$ cat src/rtl/lsu.sv
// lsu: memory-stage load/store unit with req/ack data-cache handshake and misalignment exceptions.
module lsu (
  input  logic        clk,
  input  logic        rst,
  input  logic        lsu_valid,
  input  logic [14:0] op_ir,
  input  logic [63:0] addr,
  input  logic [63:0] rs2,
  output logic        dc_req,
  output logic        dc_we,
  output logic [63:0] dc_addr,
  output logic [63:0] dc_wdata,
  output logic [7:0]  dc_be,
  input  logic [63:0] dc_rdata,
  input  logic        dc_ack,
  output logic        lsu_busy,
  output logic        lsu_done,
  output logic [63:0] lsu_rdata,
  output logic        lsu_exc,
  output logic [3:0]  lsu_cause,
  output logic [63:0] lsu_tval
);
  typedef enum logic [1:0] {IDLE, REQ, DONE} state_t;
  state_t r_state, w_next;
  logic [6:0]  w_opc;
  logic [2:0]  w_f3, r_f3;
  logic        w_ld, w_st, w_mis, w_acc, r_st, w_unused;
  logic [63:0] r_addr, r_rs2, w_fld, w_ext;
  logic [7:0]  w_be;
  assign w_opc    = op_ir[6:0];
  assign w_f3     = op_ir[9:7];
  assign w_unused = ^op_ir[14:10];
  assign w_ld     = w_opc == 7'b0000011 && w_f3 != 3'b111;
  assign w_st     = w_opc == 7'b0100011 && !w_f3[2];
  assign w_mis    = w_f3[1:0] == 2'd0 ? 1'b0 :
                    w_f3[1:0] == 2'd1 ? addr[0] :
                    w_f3[1:0] == 2'd2 ? |addr[1:0] : |addr[2:0];
  // DONE is not busy, so a new instruction may be accepted there
  assign w_acc    = lsu_valid && (w_ld || w_st) && r_state != REQ;
  assign w_fld    = dc_rdata >> {r_addr[2:0], 3'b000};
  assign w_ext    = r_st              ? '0 :
                    r_f3 == 3'b000    ? {{56{w_fld[7]}}, w_fld[7:0]} :
                    r_f3 == 3'b001    ? {{48{w_fld[15]}}, w_fld[15:0]} :
                    r_f3 == 3'b010    ? {{32{w_fld[31]}}, w_fld[31:0]} :
                    r_f3 == 3'b100    ? {56'b0, w_fld[7:0]} :
                    r_f3 == 3'b101    ? {48'b0, w_fld[15:0]} :
                    r_f3 == 3'b110    ? {32'b0, w_fld[31:0]} : w_fld;
  assign w_be     = r_f3[1:0] == 2'd0 ? 8'h01 :
                    r_f3[1:0] == 2'd1 ? 8'h03 :
                    r_f3[1:0] == 2'd2 ? 8'h0F : 8'hFF;
  always_ff @(posedge clk) begin
    if (rst) r_state <= IDLE;
    else r_state <= w_next;
  end
  always_comb begin
    w_next = r_state == REQ ? (dc_ack ? DONE : REQ) : (w_acc && !w_mis ? REQ : IDLE);
  end
  always_comb begin
    dc_req   = r_state == REQ;
    lsu_busy = r_state == REQ;
    lsu_done = r_state == DONE;
    dc_we    = r_state == REQ && r_st;
    dc_addr  = r_state == REQ ? {r_addr[63:3], 3'b000} : '0;
    dc_wdata = r_state == REQ ? r_rs2 << {r_addr[2:0], 3'b000} : '0;
    dc_be    = r_state == REQ ? w_be << r_addr[2:0] : '0;
  end
  always_ff @(posedge clk) begin
    if (rst) begin
      r_addr    <= '0;
      r_rs2     <= '0;
      r_f3      <= '0;
      r_st      <= 1'b0;
      lsu_rdata <= '0;
      lsu_exc   <= 1'b0;
      lsu_cause <= '0;
      lsu_tval  <= '0;
    end else begin
      lsu_exc <= w_acc && w_mis;
      if (w_acc && w_mis) begin
        lsu_cause <= w_st ? 4'd6 : 4'd4;
        lsu_tval  <= addr;
      end
      if (w_acc && !w_mis) begin
        r_addr <= addr;
        r_rs2  <= rs2;
        r_f3   <= w_f3;
        r_st   <= w_st;
      end
      if (r_state == REQ && dc_ack) lsu_rdata <= w_ext;
    end
  end
endmodule

$ cat config.mk
export PLATFORM = sky130hd
export DESIGN_NAME = lsu
export DESIGN_NICKNAME = d
export VERILOG_FILES = /design/src/rtl/lsu.sv
export SDC_FILE = /design/constraint.sdc
export NUM_CORES = 1
export LEC_CHECK = 0
export ABC_AREA = 1
export CAP_MARGIN = 40
export CORE_AREA = 3 3 188 190
export DETAILED_ROUTE_END_ITERATION = 10
export DIE_AREA = 0 0 191 193
export PLACE_DENSITY = 0.74
export SYNTH_ARGS = -nofsm -noshare
export SYNTH_HDL_FRONTEND = slang
export SYNTH_SLANG_ARGS = --single-unit
$ cat constraint.sdc
create_clock -name clk -period 2.5 [get_ports clk]
set_input_delay 0.5 -clock clk [delete_from_list [all_inputs] [get_ports clk]]
set_output_delay 0.5 -clock clk [all_outputs]
set_load 0.01 [all_outputs]
Word level (Yosys, flattened, before mapping)
Index checks and enable logic that the tools add are counted.

Bits of input ports: 211. Register bits: 267. Logic and storage cells: 63. Output and inout bits: 273.

Shifts and indexed selects: 3. Reductions and logical operators: 16. Mux-type cells: 20. Eq/ne operators: 15.

Operators with widths (number): 64-bit two-way mux (9); 64-bit by 6-bit left shift with 64-bit output (1); 64-bit by 6-bit >> shifter with 64-bit output (1); 8-bit two-way mux (4); 3-bit == test (second input constant) (3); 1-bit logical AND (8); 8-bit by 3-bit left shift with 8-bit output (1); 7-bit by 2-bit == test with 1-bit output (second input constant) (1); 7-bit by 6-bit == test with 1-bit output (second input constant) (1); 2-bit by 1-bit == test with 1-bit output (second input constant) (3); 2-bit == test (second input constant) (3); 2-bit two-way mux (3); 2-bit logical NOT (2); 1-bit two-way mux (4); 3-bit by 1-bit == test with 1-bit output (second input constant) (1); 3-bit by 2-bit == test with 1-bit output (second input constant) (1); 3-bit logical NOT (1); 3-bit inequality test (second input constant) (1); 3-bit OR reduction (1); 1-bit logical NOT (2); 2-bit by 1-bit inequality test with 1-bit output (second input constant) (1); 2-bit OR reduction (1); 1-bit logical OR (1).

Longest topological paths before layout
Gate-level depths: netlist of run 1.

Depth after elaboration: 8. Gate-level depth with buffers: 14.

Least setup slack after synthesis of run 1
OpenSTA, ideal clock, no wires.

Path type: register -> output. Start point: reg r_addr[1]. End point: out dc_wdata[40]. Path buffers: 5. Slack: 0.483 ns. Cell stages (with the launch flop): 9. Arrival: 1.517 ns. Path through: dfxtp_1 > buf_4 > inv_2 > buf_6 > buf_4 > buf_2 > buf_2 > nand2_1 > o21ai_0.

Cells in the longest elaborated chain, start to end: 2.

RTL lines: start, declared (line 28) `logic [63:0] r_addr, r_rs2, w_fld, w_ext;`; start signal, assigned (line 84) `r_addr <= addr;`; 64-bit by 6-bit left shift with 64-bit output (line 64) `dc_wdata = r_state == REQ ? r_rs2 << {r_addr[2:0], 3'b000} : '0;`; 64-bit two-way mux (line 64); end, declared (line 12) `output logic [63:0] dc_wdata,`.

Every way passes these cells.

Final worst setup path of run 1
Start point: reg r_addr[0]. End point: out dc_wdata[53].

Same word-level chain as after synthesis.

==> metrics.yaml, run 1 <==
synthesis:
  yosysTopAreaCellShare_pct: 37.8
  avgSynthCellArea_sq_um: 6.34
  syn_inst: 2215
  ys_seq_area_share_pct: 37.8
  yosys_most_used_dff: "dfxtp_1"
  synth_compound_area_share_pct: 25.3
  synth_most_common_cell: "nand2_1"
  ys_top_cells_by_area: "dfxtp_1, nand2_1, o21ai_0, a21oi_1, inv_1"
  synth_top_family_by_area: "compound AO/OA/AOI/OAI gates"
  synth_edf_count: 0
  synth.cell_area_sq_um: 14000
  ys_warn_count: 0
  yosys.area.top_type: "dfxtp_1"
  synth-xor-area-share_pct: 0
  synthAdderAreaFrac_pct: 0
  synth-seq-cells: 265
  postSynth.asyncResetShare_pct: 0
  synthMuxAreaShare_pct: 0
  ys_top_cells_by_count: "nand2_1, o21ai_0, a21oi_1, dfxtp_1, inv_1"
  synth_cell_types: 35
  synthSimpleGateAreaFrac_pct: 24.0
clock_network:
  cts_sinks: 265
  cts_buffer_depth: 3
  hold_buffers: 0
  htree_levels: 1
  tritoncts: "yes"
  cts_buffers: 30
  clock_latency_ns: 0.59
  clk_pin_slew_ns: 0.06
  cts_root_buffer: "clkbuf_16"
sta:
  hold_ws_ns: 0.385
  drv_slew: 0
  finalCritPeriodShare_pct: 102
  slew_headroom_pct: 56.6
  hold_viol: 0
  finalSetupViolCount: 20
  setup_ws_ns: -0.0554
  fmax_mhz: 391
  layout_min_cycle_time_ns: 2.56
  worst_pin_slew_ns: 0.643
  skew_ns: 0.0307
  tns_ns: -0.391
  rsz0062_at_grt: "yes"
global_route:
  grtUsageTotal_pct: 31.1
  grt_pass1_wl_um: 90300
  antenna_found_initial: 5
  grt_max_degree: 79
  grt_pass1_vias: 15700
  grt_overflow_total: 0
pwr:
  sw_frac_of_total_pct: 24.5
  p_comb_share_pct: 9.1
  irDropWorstVdd_v: 0.000570
  switching_power_mw: 2.32
  finalPower_mw: 9.49
  p_int_mw: 7.17
  seqPwrFrac_pct: 44.7
  clkPwrFrac_pct: 46.3
  powerDensity_nw_per_um2: 455
  p_leak_nw: 8.38
critical_path:
  cp_common_cell: "buf_6"
  crit_required_ns: 2.00
  cp_max_fo: 9
  critPathMaxStageDelay_ns: 0.42
  ff2ff_setup_slack_ns: 0.22
  cp.arrival_ns: 2.06
  crit_type: "reg2out"
  reg2regPathDepth: 15
  end_kind: "output pin"
  timing.rr.end: "lsu_rdata[38]"
  start_kind: "flip-flop"
  slowest_stage: "dfxtp_4"
  path_cells: "buf_6, buf_6, nor2_4, buf_12, a22oi_2, buf_4, o22ai_2, buf_2"
  reg2reg_from: "r_addr[0]"
route:
  drc: 0
  firstDrtPassIters: 6
  wl_per_cell_um: 19.4
  vias: 16700
  vias_per_cell: 5.32
  wirelength_um: 60800
  dr.first_iter.drc_count: 1430
  antenna_left: 0
hold_path:
  min_from: "rst"
  holdPathEnd: "lsu_cause[1]"
  worstHoldPathCells: 4
  hold_path_class: "in2reg"
place:
  portBuffers: 473
  place.gp.congestion: 0.985
  dp.final_hpwl_um: 44300
  post-place-ws_ns: -0.0357
die:
  fp.dieH_um: 193
  initial_utilization_pct: 41.8
  rows: 67
  fp.coreArea_sq_um: 33600
  die_w_um: 191
  dieArea_sq_um: 36900
  io_pins: 484
finish:
  area_delta_synth_final_pct: 48.4
  multi_input_area_sq_um: 7370
  drive_gt1_share_pct: 13.0
  fin_util_pct: 62.0
  nets: 2869
  fillers: 3192
  register_area_sq_um: 5310
run:
  drv_cap: 0
run_status:
  violations: "setup timing"
  status: "finished with violations"
## cell type report
class                      count  share of cell area, %
antenna                        3                 0.0360
clock buffer                  43                   4.12
multi-input combinational   1535                   35.4
clock inverter                11                  0.558
tap                          448                   2.69
sequential                   265                   25.5
timing repair buffer         592                   27.4
inverter                     234                   4.31
## routing by layer
layer  track usage [%]  share of wire [%]
met5                 0              0.016
met4              10.4                3.9
met3              7.72                 10
met2              52.8                 47
met1              38.9                 39
## layout by cell type, fill, tap and decap left out, types with 10 or more instances in the layout
cell	count
buf_4	78
clkdlybuf4s50_1	336
o22ai_2	10
clkbuf_16	32
nor2_2	13
o22ai_1	12
clkbuf_2	26
o211ai_1	14
buf_2	39
nand3_1	93
inv_1	222
o21ai_1	54
dlygate4sd2_1	61
nand2_1	577
dfxtp_1	262
o21ai_0	242
o21ai_2	30
buf_12	27
a21oi_1	291
buf_6	12
nor2_1	131
## through the flow
| stage | cells | instance area, sq um |
|---|---|---|
| final | 3131 | 20800 |
| after CTS | 3118 | 20600 |
| after global routing | 3131 | 20800 |
| after global placement | 3050 | 19500 |
| after detailed placement | 3050 | 19500 |
| after floorplan | 2219 | 14100 |
## cells by family (layout without fill, tap and decap cells)
family / after synthesis / count (layout)
other: 1 / 8
AOI/OAI and AO/OA: 685 / 685
and+or+nand+nor: 845 / 845
DFF: 265 / 265
buffers and inverters: 419 / 880
## registers in the layout (all words and copies together), names as in the netlist
name / count
r_rs2: 64
lsu_exc: 1
lsu_rdata: 64
r_f3: 3
r_state: 2
r_addr: 64
lsu_cause: 2
lsu_tval: 64
r_st: 1
## worst max-delay path: cells and delay by family (launching register included)
family                 cells  cell delay [ns]
buffers and inverters      5             0.70
flip-flops                 1             0.42
AND/OR/NAND/NOR            1             0.03
AO/OA/AOI/OAI              2             0.31
## timing repair
item,CTS,global route
pin swaps,11,15
endpoints found under the setup margin,136,126
buffers inserted,11,8
hold endpoints to repair,0,0
resized for setup,310,228
cloned,3,3
## worst max-delay path by stage
stage | from | end | slack, ns | depth (start not counted)
CTS | r_addr[0] | dc_wdata[52] | -0.25 | 6
finish | r_addr[0] | dc_wdata[53] | -0.06 | 8
global route | r_addr[0] | dc_wdata[53] | -0.10 | 8
global placement | op_ir[1] | r_rs2[10] | -0.02 | 10
detailed placement | op_ir[1] | r_rs2[10] | -0.04 | 10
floorplan | r_addr[1] | dc_wdata[40] | 0.48 | 8
## power groups by stage
stage	Sequential (mW)	Combinational [mW]	Clock, mW
2_1_floorplan	4.33	0.326	0
3_3_place_gp	4.33	0.834	0
3_5_place_dp	4.33	0.836	0
4_1_cts	4.24	0.848	4.44
5_1_grt	4.24	0.942	4.62
6_report	4.24	0.863	4.39
Power figures use the tool's default switching activity.
==> inputs of run 2 (changes only) <==
SKIP_CTS_REPAIR_TIMING = 1   (was not set)
SLEW_MARGIN = 30   (was not set)
==> metrics.yaml, run 2 (synthesis results as in run 1) <==
die:
  fp.coreArea_sq_um: 33600  # unchanged
  io_pins: 484  # unchanged
  rows: 67  # unchanged
  fp.dieH_um: 193  # unchanged
  die_w_um: 191  # unchanged
  initial_utilization_pct: 41.8  # unchanged
  dieArea_sq_um: 36900  # unchanged
critical_path:
  crit_type: "reg2out"
  critPathMaxStageDelay_ns: 0.38  # -0.04 ns
  cp_max_fo: 7  # -2
  cp_common_cell: "buf_6"
  slowest_stage: "dfxtp_4"
  end_kind: "output pin"
  start_kind: "flip-flop"
  path_cells: "buf_6, buf_8, buf_6, buf_12, buf_4, o21ai_2, o21ai_0, o22ai_1, dlymetal6s2s_1"
  cp.arrival_ns: 2.25  # +0.19 ns
  crit_required_ns: 2.00  # about the same
route:
  dr.first_iter.drc_count: 1412  # -1.3%
  wirelength_um: 60500  # -0.54%
  vias_per_cell: 5.31  # -0.15%
  vias: 16600  # -0.22%
  drc: 0  # unchanged
  wl_per_cell_um: 19.3  # -0.48%
  firstDrtPassIters: 6  # unchanged
  antenna_left: 0  # unchanged
finish:
  drive_gt1_share_pct: 9.86  # -3.1 points
  fillers: 3104  # -2.8%
  nets: 2866  # -0.10%
  stdcell_count: 3129  # -0.064%
  fin_util_pct: 62.7  # +0.67 points
  final_cell_area_sq_um: 21100  # +1.1%
  multi_input_area_sq_um: 7190  # -2.4%
  area_delta_synth_final_pct: 50.0
  final_cell_mix: "nand2_1, clkdlybuf4s50_1, a21oi_1, o21ai_0, dfxtp_1"
  final_common_cell: "nand2_1"
  register_area_sq_um: 5310  # about the same
clock_network:
  htree_levels: 1  # unchanged
  cts_sinks: 265  # unchanged
  cts_root_buffer: "clkbuf_16"
  clock_latency_ns: 0.60  # about the same
  cts_buffer_depth: 3  # unchanged
  tritoncts: "yes"
  cts_buffers: 30  # unchanged
  clk_pin_slew_ns: 0.06  # about the same
pwr:
  p_leak_nw: 9.89  # +18%
  finalPower_mw: 9.47  # -0.24%
  powerDensity_nw_per_um2: 449  # -1.3%
  irDropWorstVdd_v: 0.000570  # about the same
global_route:
  grt_overflow_total: 0  # unchanged
  grt_pass1_vias: 15500  # -1.5%
  grt_pass1_wl_um: 89000  # -1.4%
  antenna_found_initial: 5  # unchanged
  grt_max_degree: 79  # unchanged
  grtUsageTotal_pct: 30.7  # -0.42 points
sta:
  fmax_mhz: 363  # -7.2%
  skew_ns: 0.0400  # +0.00928 ns
  finalCritPeriodShare_pct: 110  # +8.0 points
  rsz0062_at_grt: "yes"
  tns_ns: -5.47  # -5.07 ns
  finalSetupViolCount: 48  # +140%
  hold_ws_ns: 0.384  # -0.00176 ns
  drv_slew: 0  # unchanged
  hold_viol: 0  # unchanged
  setup_ws_ns: -0.255  # -0.199 ns
  layout_min_cycle_time_ns: 2.75  # +0.199 ns
  worst_pin_slew_ns: 0.679  # +0.0361 ns
  slew_headroom_pct: 54.2  # -2.4 points
run_status:
  status: "finished with violations"
  violations: "setup timing"
place:
  post-place-ws_ns: -0.0357  # unchanged
  portBuffers: 473  # unchanged
  placed_cells: 3050  # unchanged
  dp.final_hpwl_um: 44300  # unchanged
  placed_area_sq_um: 19500  # unchanged
  place.gp.congestion: 0.985  # unchanged
hold_path:
  hold_path_class: "in2reg"
run:
  drv_cap: 0  # unchanged
run 2: cell count changes in the layout (fill, tap and decap cells not counted), sizes merged, moves of 6 or more:
| cell | before | now |
|---|---|---|
| clkbuf | 71 | 57 |
| clkdlybuf4s15 | 6 | 0 |
| dlymetal6s2s | 0 | 104 |
| buf | 160 | 134 |
| dlygate4sd2 | 61 | 0 |
run 2: where the power goes:
part	switching (mW)	internal [mW]
clock	1.88	2.49
combinational	0.419	0.441
sequential	0.00598	4.23
total	2.30	7.17
run 2: cell type report:
class,instances,share of cell area (%)
Tap cell,448,2.66
Multi-Input combinational cell,1535,34.1
Inverter,234,4.20
Sequential cell,265,25.2
Clock inverter,11,0.552
Clock buffer,43,4.08
Timing Repair Buffer,589,29.1
Antenna cell,4,0.0475
run 2: layer usage:
metal	up-vias	track usage (%)	wire length, um
li1	8054	-	-
met1	7688	38.6	24000
met2	768	52.1	28500
met3	117	7.70	5860
met4	2	9.54	2070
met5	-	0	10
run 2: final timing paths:
path	startpoint	to	slack, ns	cells past startpoint
worst min-delay path	rst	lsu_cause[1]	0.38	4
worst max register to register	r_addr[0]	lsu_rdata[21]	0.12	15
worst max-delay path	r_addr[0]	dc_wdata[52]	-0.25	9
worst min register to register	lsu_tval[26]	lsu_tval[26]	0.44	2
run 2: worst max-delay path: cells and delay by family, from the launching register on:
| family | cells | cell delay [ns] |
|---|---|---|
| DFF | 1 | 0.38 |
| AOI/OAI and AO/OA | 3 | 0.49 |
| buffers and inverters | 6 | 0.81 |
